`src/rtl/fp32_vec_accumulator.sv`:
```
// Streaming FP32 vector reduction: folds each accepted element into a running
// round-to-nearest-even sum and emits one sum, sticky flags and count per vector.
module fp32_vec_accumulator #(
   parameter int WIDTH     = 32,
   parameter int EXP_BITS  = 8,
   parameter int FRAC_BITS = 23,
   parameter int CNT_W     = 16
) (
   input  logic             clk,
   input  logic             reset,
   input  logic             in_valid,
   output logic             in_ready,
   input  logic [WIDTH-1:0] in_data,
   input  logic             in_last,
   output logic             out_valid,
   input  logic             out_ready,
   output logic [WIDTH-1:0] out_data,
   output logic [2:0]       out_flags,
   output logic [CNT_W-1:0] out_count
);

   localparam int MW = FRAC_BITS + 1;   // significand incl. hidden bit
   localparam int SW = MW + 4;          // carry + significand + guard/round/sticky
   localparam int EW = EXP_BITS + 2;    // headroom for carry-out and overflow detection
   localparam logic [EXP_BITS-1:0] EMAX = '1;

   typedef enum logic [1:0] {IDLE, ACC, OUT} state_t;

   state_t             state_q, state_d;
   logic [WIDTH-1:0]   acc_q, acc_d;
   logic [2:0]         flags_q, flags_d;
   logic [CNT_W-1:0]   count_q, count_d;
   logic [WIDTH+2:0]   add_res;

   // Returns {invalid, overflow, inexact, sum}; IEEE RNE addition with subnormals.
   function automatic logic [WIDTH+2:0] fp_add(input logic [WIDTH-1:0] a,
                                               input logic [WIDTH-1:0] b);
      logic [WIDTH-1:0]    x, y, z;
      logic [EXP_BITS-1:0] ea, eb, xe, ye;
      logic                a_nan, b_nan, a_inf, b_inf, a_snan, b_snan;
      logic                sx, sy, inv, ovf, inx, rnd_up, sticky, found;
      logic [EW-1:0]       ex, ey, ez, d;
      logic [MW-1:0]       mx, my;
      logic [SW-1:0]       vx, vy, s, mask;
      logic [MW:0]         mr;
      int                  lz, sh;
      ea     = a[WIDTH-2 -: EXP_BITS];
      eb     = b[WIDTH-2 -: EXP_BITS];
      a_nan  = (ea == EMAX) && (a[FRAC_BITS-1:0] != '0);
      b_nan  = (eb == EMAX) && (b[FRAC_BITS-1:0] != '0);
      a_inf  = (ea == EMAX) && (a[FRAC_BITS-1:0] == '0);
      b_inf  = (eb == EMAX) && (b[FRAC_BITS-1:0] == '0);
      a_snan = a_nan && !a[FRAC_BITS-1];
      b_snan = b_nan && !b[FRAC_BITS-1];
      inv = 1'b0;
      ovf = 1'b0;
      inx = 1'b0;
      z   = '0;
      if (a_nan || b_nan) begin
         z   = {1'b0, EMAX, 1'b1, {(FRAC_BITS-1){1'b0}}};
         inv = a_snan || b_snan;
      end else if (a_inf && b_inf && (a[WIDTH-1] != b[WIDTH-1])) begin
         z   = {1'b0, EMAX, 1'b1, {(FRAC_BITS-1){1'b0}}};
         inv = 1'b1;
      end else if (a_inf) begin
         z = a;
      end else if (b_inf) begin
         z = b;
      end else begin
         // x is the operand of larger magnitude; y is aligned to it
         if (a[WIDTH-2:0] >= b[WIDTH-2:0]) begin
            x = a;
            y = b;
         end else begin
            x = b;
            y = a;
         end
         sx = x[WIDTH-1];
         sy = y[WIDTH-1];
         xe = x[WIDTH-2 -: EXP_BITS];
         ye = y[WIDTH-2 -: EXP_BITS];
         ex = (xe == '0) ? EW'(1) : {2'b00, xe};
         ey = (ye == '0) ? EW'(1) : {2'b00, ye};
         mx = {(xe != '0), x[FRAC_BITS-1:0]};
         my = {(ye != '0), y[FRAC_BITS-1:0]};
         vx = {1'b0, mx, 3'b000};
         vy = {1'b0, my, 3'b000};
         d      = ex - ey;
         mask   = {SW{1'b1}} << d;
         sticky = |(vy & ~mask);
         vy     = (vy >> d) | {{(SW-1){1'b0}}, sticky};
         s      = (sx == sy) ? (vx + vy) : (vx - vy);
         if (s == '0) begin
            z[WIDTH-1] = sx & sy;
         end else begin
            ez = ex;
            if (s[SW-1]) begin
               s  = {1'b0, s[SW-1:2], s[1] | s[0]};
               ez = ez + EW'(1);
            end else begin
               lz    = 0;
               found = 1'b0;
               for (int i = SW - 2; i >= 0; i--) begin
                  if (!found) begin
                     if (s[i]) found = 1'b1;
                     else      lz++;
                  end
               end
               // never normalise below the minimum exponent: leaves a subnormal
               sh = (lz > int'(ez) - 1) ? int'(ez) - 1 : lz;
               s  = s << sh;
               ez = ez - EW'(sh);
            end
            inx    = |s[2:0];
            rnd_up = s[2] & (s[1] | s[0] | s[3]);
            mr     = {1'b0, s[SW-2:3]} + {{MW{1'b0}}, rnd_up};
            if (mr[MW]) begin
               mr = mr >> 1;
               ez = ez + EW'(1);
            end
            if (ez >= {2'b00, EMAX}) begin
               z   = {sx, EMAX, {FRAC_BITS{1'b0}}};
               ovf = 1'b1;
               inx = 1'b1;
            end else begin
               z = {sx, (mr[MW-1] ? ez[EXP_BITS-1:0] : {EXP_BITS{1'b0}}), mr[FRAC_BITS-1:0]};
            end
         end
      end
      return {inv, ovf, inx, z};
   endfunction

   always_comb add_res = fp_add(acc_q, in_data);

   always_comb begin
      state_d   = state_q;
      acc_d     = acc_q;
      flags_d   = flags_q;
      count_d   = count_q;
      in_ready  = 1'b0;
      out_valid = 1'b0;
      case (state_q)
         IDLE: begin
            in_ready = reset;
            // first element loads raw so a lone -0 is preserved
            if (in_valid) begin
               acc_d   = in_data;
               flags_d = '0;
               count_d = CNT_W'(1);
               state_d = in_last ? OUT : ACC;
            end
         end
         ACC: begin
            in_ready = reset;
            if (in_valid) begin
               acc_d   = add_res[WIDTH-1:0];
               flags_d = flags_q | add_res[WIDTH+2:WIDTH];
               count_d = (&count_q) ? count_q : count_q + CNT_W'(1);
               if (in_last) state_d = OUT;
            end
         end
         OUT: begin
            out_valid = 1'b1;
            if (out_ready) state_d = IDLE;
         end
         default: state_d = IDLE;
      endcase
   end

   always_ff @(posedge clk or negedge reset) begin
      if (!reset) begin
         state_q <= IDLE;
         acc_q   <= '0;
         flags_q <= '0;
         count_q <= '0;
      end else begin
         state_q <= state_d;
         acc_q   <= acc_d;
         flags_q <= flags_d;
         count_q <= count_d;
      end
   end

   assign out_data  = acc_q;
   assign out_flags = flags_q;
   assign out_count = count_q;

endmodule

```
`config.mk`:
```
export PLATFORM = sky130hd
export DESIGN_NAME = fp32_vec_accumulator
export DESIGN_NICKNAME = d
export VERILOG_FILES = /design/src/rtl/fp32_vec_accumulator.sv
export SDC_FILE = /design/constraint.sdc
export NUM_CORES = 1
export LEC_CHECK = 0
export CAP_MARGIN = 20
export CORE_ASPECT_RATIO = 1.25
export CORE_UTILIZATION = 25
export CTS_BUF_LIST = sky130_fd_sc_hd__clkbuf_8
export DETAILED_ROUTE_END_ITERATION = 8
export HOLD_SLACK_MARGIN = 0.1
export PLACE_DENSITY = 0.41
export REMOVE_ABC_BUFFERS = 1
export SLEW_MARGIN = 20
export SYNTH_ARGS = -nofsm -noshare
export SYNTH_HDL_FRONTEND = slang
export SYNTH_SLANG_ARGS = --single-unit
```
`constraint.sdc`:
```
create_clock -name clk -period 90.3 [get_ports clk]
set_input_delay 18.06 -clock clk [delete_from_list [all_inputs] [get_ports clk]]
set_output_delay 18.06 -clock clk [all_outputs]
set_load 0.03 [all_outputs]
```
==> Word-level counts from Yosys, hierarchy flattened <==
Cells that the tools add are included.
{ "totals": {"register_bits": 53, "out_inout_bits": 53, "in_bits": 37} }
{ "classes": {"addsub": 35, "mux": 500, "n_reduce_logical": 31, "n_shift": 3, "magnitude_cmp": 3, "n_eq_ne": 12, "n_bitwise": 9} }
{ "ops": {"columns": ["op", "n"], "rows": [
  ["2-to-1 mux 32 bit", 231],
  ["adder 32 x 2 -> 32 bit, second input constant", 26],
  ["2-to-1 mux 1 bit", 225],
  ["2-to-1 mux 27 bit", 6],
  ["2-to-1 mux 24 bit", 6],
  ["2-to-1 mux 10 bit", 12],
  ["case mux 32 bit (2 select lines)", 1],
  ["2-to-1 mux 31 bit", 2],
  ["2-to-1 mux 16 bit", 3],
  ["zero test 23 bit", 2],
  ["nonzero test 23 bit", 2],
  ["greater-than comparator 32 bit", 1],
  ["case mux 16 bit (2 select lines)", 1],
  ["left shift 28 x 32 -> 27 bit", 1],
  [">= comparator 31 bit", 1],
  ["adder 27 x 28 -> 28 bit", 1],
  ["AND 27 x 28 -> 28 bit", 1],
  ["zero test 28 bit", 1],
  ["2-to-1 mux 28 bit", 1],
  ["NOT 28 bit", 1],
  ["OR 28 x 1 -> 28 bit", 1],
  ["OR reduction 28 bit", 1],
  ["left shift 28 x 10 -> 28 bit, first input constant", 1],
  [">> shifter 27 x 10 -> 28 bit", 1],
  ["other kinds (36)", 64]
]} }

==> Longest topological paths before layout <==
{ "depth": {"ltp_word": 286, "mapped_depth": 183} }

==> Worst setup path before layout <==
No wires, ideal clock.
{ "synth_timing": {"path_kind": "input to register", "from": "input port in_data[26]", "to": "register acc_q[10] (netlist: out_data[10])", "path_slack_ns": 41.703, "required_ns": 90.174, "arrival_ns": 48.471, "cell_stages": 173, "n_path_buf": 10, "path_cell_list": "inv_1 -> ha_1 -> nand4_1 -> nor4_4 -> nand3_1 -> and4_1 -> buf_2 -> nand2_2 -> buf_2 -> buf_1 -> a21oi_1 -> and3_1 -> and2_1 -> nand2_1 -> and2_1 -> ha_1 -> inv_1 -> fa_1 -> (+137 left out) -> clkbuf_1 -> inv_1 -> buf_1 -> buf_2 -> nand3_1 -> nor2_1 -> a21oi_1 -> mux2_2 -> a2111o_1 -> a2111oi_0 -> o22ai_1 -> nor3_4 -> nand4_4 -> nor2_4 -> mux2_2 -> o21ai_2 -> nor2_2 -> a221o_1"} }
{ "synth_between": {"elab_chain_cells": 285} }
{ "synth_rtl": {"columns": ["item", "line", "rtl"], "rows": [
  ["start, declared", "13", "input logic [WIDTH-1:0] in_data,"],
  [">= comparator 31 bit", "71", "if (a[WIDTH-2:0] >= b[WIDTH-2:0]) begin"],
  ["2-to-1 mux 32 bit", "71", null],
  ["2-to-1 mux 32 bit", "67", "end else if (b_inf) begin"],
  ["2-to-1 mux 32 bit", "65", "end else if (a_inf) begin"],
  ["2-to-1 mux 32 bit", "62", "end else if (a_inf && b_inf && (a[WIDTH-1] != b[WIDTH-1])) begin"],
  ["2-to-1 mux 32 bit", "59", "if (a_nan || b_nan) begin"],
  ["zero test 8 bit, on equally long branches", "82, 83", null],
  ["2-to-1 mux 8 bit, on equally long branches", "82, 83", null],
  ["(+269 left out)", null, null],
  ["2-to-1 mux 31 bit", "121", "if (ez >= {2'b00, EMAX}) begin"],
  ["2-to-1 mux 31 bit", "93", "if (s == '0) begin"],
  ["2-to-1 mux 32 bit", "67", null],
  ["2-to-1 mux 32 bit", "65", null],
  ["2-to-1 mux 32 bit", "62", null],
  ["2-to-1 mux 32 bit", "59", null],
  ["2-to-1 mux 32 bit", "155", "if (in_valid) begin"],
  ["case mux 32 bit (2 select lines)", "142", "case (state_q)"],
  ["end signal, assigned", "173", "acc_q <= '0;"],
  ["end signal, assigned", "178", "acc_q <= acc_d;"],
  ["end, declared", "30", "logic [WIDTH-1:0] acc_q, acc_d;"]
]} }
Several ways; a longest one is shown, not always the timed one. The select of a mux whose other input is x is not followed.
A chain may end at the register's enable or synchronous reset.

==> Worst setup path after layout <==
{ "layout_timing": {"from": "input port in_data[22]", "to": "register acc_q[11] (netlist: out_data[11])"} }
Same word-level chain as after synthesis.

==> impl_metrics.yaml <==
run_status:
  status: "finished clean"
sta:
  finClkSkew_ns: 0.01232
  final-setup-viol-count: 0
  maxSlewViolCount: 0
  setup_ws_ns: 34.97
  fmax_mhz: 18.07
  fin_crit_sh: 0.6128
  worstMarginPinSlew_ns: 1.143
  period_needed_ns: 55.33
  rsz0062_at_grt: "no"
  finalHoldViolCount: 0
  tns_ns: 0
  slew-limit-headroom: 0.2302
route:
  vias: 22670
  wl_per_cell_um: 24.73
  drt-initial-drc-count: 1853
  drc: 0
  wl_um: 95650
  drt_pass1_iterations: 5
  drtAntennaViolNets: 0
  vias_per_cell: 5.861
worst_setup_path:
  crit_top_cell: "ha_1"
  path_class: "primary input to register"
  r2r_slack_ns: 52.90
  critPathArrivalTime_ns: 55.54
  critPathLaunchType: "primary input"
  crit_slowest_cell: "inv_1"
  critPathRequiredTime_ns: 90.50
  r2r_start: "out_data[22]$_DFFE_PN0P_"
  path_buf_inv: 13
  slowest_delay_ns: 0.75
  crit_path_end_kind: "register"
  crit_fanout: 28
  ff2ff_path_depth: 168
  critPathTopFamily: "compound AO/OA/AOI/OAI gates"
  r2r-end: "out_data[11]$_DFFE_PN0P_"
clock_tree:
  cts_tree: "built"
  htreeDepth: 2
  hold_buffers: 0
  clock_latency_ns: 0.35
  clkSlewWorstSetupHoldPaths_ns: 0.11
  numCtsBuffers: 5
  clock_sinks: 53
  root_buffer: "clkbuf_8"
  post_cts_buffers: 0
  cts_max_path_buffers: 2
  ctsResizeCount: 0
global_routing:
  grt.total_usage: 0.2359
  grt_max_degree: 76
  grt_pass1_vias: 22010
  antenna_found_initial: 1
  grt_pass1_wl_um: 143000
  grt_overflow_total: 0
yosys:
  synthTopCellsByCount: "nor2_1, nand2_1, a21oi_1"
  netlist_area_um2: 19320
  synth_top_area_share: 0.09911
  synth_edf_count: 0
  ys_seq_elements: 53
  ys_warn_count: 0
  netlist_instances: 2876
  synth_top_area_cell: "ha_1"
  synth.most_common_cell: "nor2_1"
  synth_flop_cell: "dfrtp_1"
  ys_types: 121
  synth_seq_area_share: 0.06866
  async_flop_share: 1.000
  yosys-top-cells-area: "ha_1, dfrtp_1, a21oi_1, nor2_1, nand2_1"
  syn_avg_cell_area_um2: 6.716
place:
  dp_hpwl_um: 75320
  placed_area_um2: 21280
  pre_cts_ws_ns: 34.95
  portBuffers: 89
  gp_congestion: 0.9725
floorplan:
  ioPinCount: 90
  die_h_um: 312.8
  rows: 113
  die_x_um: 250.6
  initial_utilization: 0.2535
  die_area_um2: 78390
  core-area_um2: 76210
finish:
  final_nets: 3083
  post-route-util: 0.2806
  diodes: 0
  fillCellCount: 8408
  area_delta_synth_final_pct: 10.70
  drive_above_1_share: 0.07437
  final_area_um2: 21380
flow_run:
  drv_cap: 0
min_path:
  hold_path.class: "register to register"
  hold_path_end: "out_flags[2]$_DFFE_PN0P_"
  whs_path_depth: 2
  min-delay-start: "out_flags[2]$_DFFE_PN0P_"
worst max path at each step:
stage                      startpoint                        to  slack, ns  cells past startpoint
after detailed placement  in_data[22]  out_data[11]$_DFFE_PN0P_      34.95                    171
after global routing      in_data[22]  out_data[11]$_DFFE_PN0P_      31.64                    171
final                     in_data[22]  out_data[11]$_DFFE_PN0P_      34.97                    170
after floorplan           in_data[26]  out_data[11]$_DFFE_PN0P_      38.68                    154
after CTS                 in_data[22]  out_data[11]$_DFFE_PN0P_      35.19                    171
after global placement    in_data[22]  out_data[11]$_DFFE_PN0P_      35.50                    165
through the flow:
stage	hold WS [ns]	cells
final	0.5167	3868
after global routing	0.5677	3868
after CTS	0.5203	3868
after detailed placement	0.4935	3860
after global placement	0.5071	3860
after floorplan	0.4921	2736
kinds of logic (layout without fill, tap and decap cells):
| group | Yosys count | after routing | share of synthesized area |
|---|---|---|---|
| other | 1 | 17 | 0.0001941 |
| and+or+nand+nor | 1185 | 1185 | 0.3044 |
| muxes | 126 | 126 | 0.07462 |
| AOI/OAI and AO/OA | 920 | 920 | 0.3119 |
| xor gates and xnor gates | 137 | 137 | 0.07320 |
| DFF | 53 | 53 | 0.06866 |
| buffers and inverters | 297 | 296 | 0.06432 |
| adders and majority gates | 157 | 157 | 0.1027 |
final cells by class:
cell class	count	area, um^2	share of cell area
Clock buffer	5	68.82	0.003218
Clock inverter	3	28.78	0.001346
Inverter	141	529.3	0.02475
Multi-Input combinational cell	2542	16890	0.7897
Sequential cell	53	1326	0.06202
Tap cell	977	1222	0.05717
Timing Repair Buffer	147	1321	0.06179
layout by cell type, fill, tap and decap left out, types with 36 or more instances in the layout:
| cell | n |
|---|---|
| nand3_1 | 115 |
| nor3_1 | 109 |
| buf_4 | 58 |
| or3_1 | 44 |
| a211oi_1 | 39 |
| mux2i_1 | 86 |
| nand2_1 | 290 |
| o21ai_0 | 196 |
| clkdlybuf4s50_1 | 88 |
| and2_1 | 38 |
| nor2_1 | 296 |
| ha_1 | 151 |
| nand4_1 | 41 |
| nand2b_1 | 36 |
| xnor2_1 | 69 |
| dfrtp_1 | 53 |
| inv_1 | 136 |
| xor2_1 | 47 |
| nor4_1 | 43 |
| a21oi_1 | 264 |
per-layer routing:
| metal | up-vias | wire (um) | GRT usage |
|---|---|---|---|
| met1 | 11020 | 39970 | 0.2916 |
| met5 | - | 13 | 0 |
| met3 | 183 | 4205 | 0.01711 |
| met2 | 799 | 46490 | 0.4147 |
| met4 | 2 | 4969 | 0.1100 |
| li1 | 10670 | - | - |
sequential cells by signal (all words and copies together) (netlist names):
signal and count:
out_data 32, out_count 16, state_q 2, out_flags 3
tightest hold or removal path, cell delays in order (launching register included):
cell	delay, ns
dfrtp_1	0.37
a21oi_1	0.05
nor2_1	0.07
Power is not shown: default switching activity piles up to over one toggle a cycle in this logic, so the estimate is an artifact.
==> RTL edit (same settings) <==
Put one more register stage on the output `out_count`, cleared by the reset. The value now appears one clock later. The other outputs are not delayed to match.
--- a/src/rtl/fp32_vec_accumulator.sv
+++ b/src/rtl/fp32_vec_accumulator.sv
@@ -183,7 +183,13 @@
 
    assign out_data  = acc_q;
    assign out_flags = flags_q;
-   assign out_count = count_q;
+   always_ff @(posedge clk or negedge reset) begin
+      if (!reset) begin
+         out_count <= '0;
+      end else begin
+         out_count <= count_q;
+      end
+   end
 
 endmodule
 
Check against the original RTL: not settled (the Yosys comparison gave no result); the edit may change what the design does.
==> RTL edit against the unedited design <==
  * Die area rose by 3.4%
  * Design area rose by 4.0%
  * Count of clock-buffer cells in the layout up 4
  * Worst hold slack worse by 86 ps
  * Setup slack got worse by 1100 ps
  * Final cell count up 4.2%
  * Routed wire length about the same
  * Sequential cell count grew 16
  * Synthesized area rose by 3.4%
Power is left out: the tool's default activity adds up to more than one toggle a clock period on the data nets, which glitch-free logic cannot reach.
==> RTL edit: results (changes against the unedited design) <==
status:
  status: "finished clean"  # unchanged
min_path:
  min_from: "count_q[14]"  # was out_flags[2]
  hold_depth: 0  # was 2
  worstHoldPathType: "flip-flop to flip-flop"  # unchanged
  min_to: "out_count[14]"  # was out_flags[2]
critical_path:
  regToRegEndpoint: "out_data[2]"  # was out_data[11]
  rr_worst_depth: 163  # was 168
  reg2reg_from: "out_data[12]"  # was out_data[22]
  cp_slowest_cell: "clkdlybuf4s50_1"  # was inv_1
  rrSetupSlack_ps: 51830  # was 52,900 ps
  critPathTopFamily: "compound AO/OA/AOI/OAI gates"  # unchanged
  criticalPathCategory: "input pin to flip-flop"  # unchanged
  cp.depth: 166  # was 170
  arrival_ps: 56650  # was 55,540 ps
  startpoint: "in_data[22]"  # unchanged
  cpPeakStageDelay_ps: 860  # was 750 ps
  crit_path_max_fanout: 42  # was 28
yosys:
  ys_top_cells_by_area: "ha_1 (9.6%), dfrtp_1 (8.6%), nand2_1 (6.6%), a21oi_1 (6.6%), nor2_1 (6.1%)"  # was ha_1 (9.9%), dfrtp_1 (6.9%), a21oi_1 (6.8%), nor2_1 (5.8%), nand2_1 (5.6%)
  synth_compound_area_share_pct: 29.44  # was 31.19%
  synthMuxAreaShare_pct: 8.056  # was 7.462%
  ys.flop_type: "dfrtp_1"  # unchanged
  ys_warn_count: 0  # unchanged
  synth.distinct_cells: 120  # was 121
  synth_fa_ha_area_share_pct: 10.09  # was 10.27%
  ys_seq_area_share_pct: 8.645  # was 6.866%
  synthXorXnorAreaFrac_pct: 7.524  # was 7.320%
  synth_common_cells: "nand2_1 (351), nor2_1 (327), a21oi_1 (262)"  # was nor2_1 (297), nand2_1 (290), a21oi_1 (264)
  synthArstFlopShare_pct: 100.0  # unchanged
drt:
  via_per_inst: 5.797  # was 5.861
  routed_wl_um: 95610  # was 95,650 um
  drt_iter0_markers: 1935  # was 1,853
  first_pass_iters: 5  # unchanged
clock_network:
  insertion_delay_ps: 370  # was 350 ps
  cts_made_buffers: 9  # was 5
  clock_path_buffers: 2  # unchanged
  postCtsSetupBuffers: 0  # unchanged
  root_buffer: "clkbuf_8"  # unchanged
  clk_pin_slew_ps: 90  # was 110 ps
  cts-resized-gates: 0  # unchanged
  cts_max_level: 3  # was 2
timing:
  relSlewSlack_pct: 22.80  # was 23.02%
  fin_skew_ps: 20.07  # was 12.32 ps
  whs_ps: 430.5  # was 516.7 ps
grt:
  grt_max_degree: 73  # was 76
  grt_pass1_wl_um: 144700  # was 143,000 um
  grt.total_usage_pct: 23.04  # was 23.59%
  grt_pass1_vias: 22860  # was 22,010
  grt_antenna_before_repair: 0  # was 1
final_layout:
  nets: 3166  # was 3,083
  num_antenna_cells: 0  # unchanged
  largest_reg_flops: 32  # unchanged
  drive_gt1_share_pct: 7.522  # was 7.437%
placed_design:
  gp_congestion: 0.9450  # was 0.9725
  dp_hpwl_um: 75090  # was 75,320 um
  port_buffers: 89  # unchanged
RTL edit: metal layers:
layer	track usage (%)	part of all wire, %
met1	28.75	42
met2	40.02	49
met3	2.030	5.1
met4	9.661	4.7
met5	0	0
RTL edit: stage by stage:
| stage | instance area (um^2) | worst slack [ps] | instances | util, % |
|---|---|---|---|---|
| after floorplan | 19310 | 36060 | 2814 | - |
| after detailed placement | 22040 | 34190 | 4015 | 27.95 |
| after global routing | 22240 | 30750 | 4031 | 28.21 |
| after global placement | 22040 | 35130 | 4015 | 27.95 |
| after CTS | 22230 | 34430 | 4031 | 28.19 |
| final | 22240 | 33850 | 4031 | 28.21 |
RTL edit: final cells by class:
| class | instances | area (um^2) |
|---|---|---|
| timing repair buffer | 148 | 1331 |
| fill | 8881 | 56610 |
| sequential | 69 | 1727 |
| clock buffer | 9 | 123.9 |
| clock inverter | 7 | 63.81 |
| tap | 1053 | 1318 |
| multi-input combinational | 2589 | 17090 |
| inverter | 156 | 585.6 |
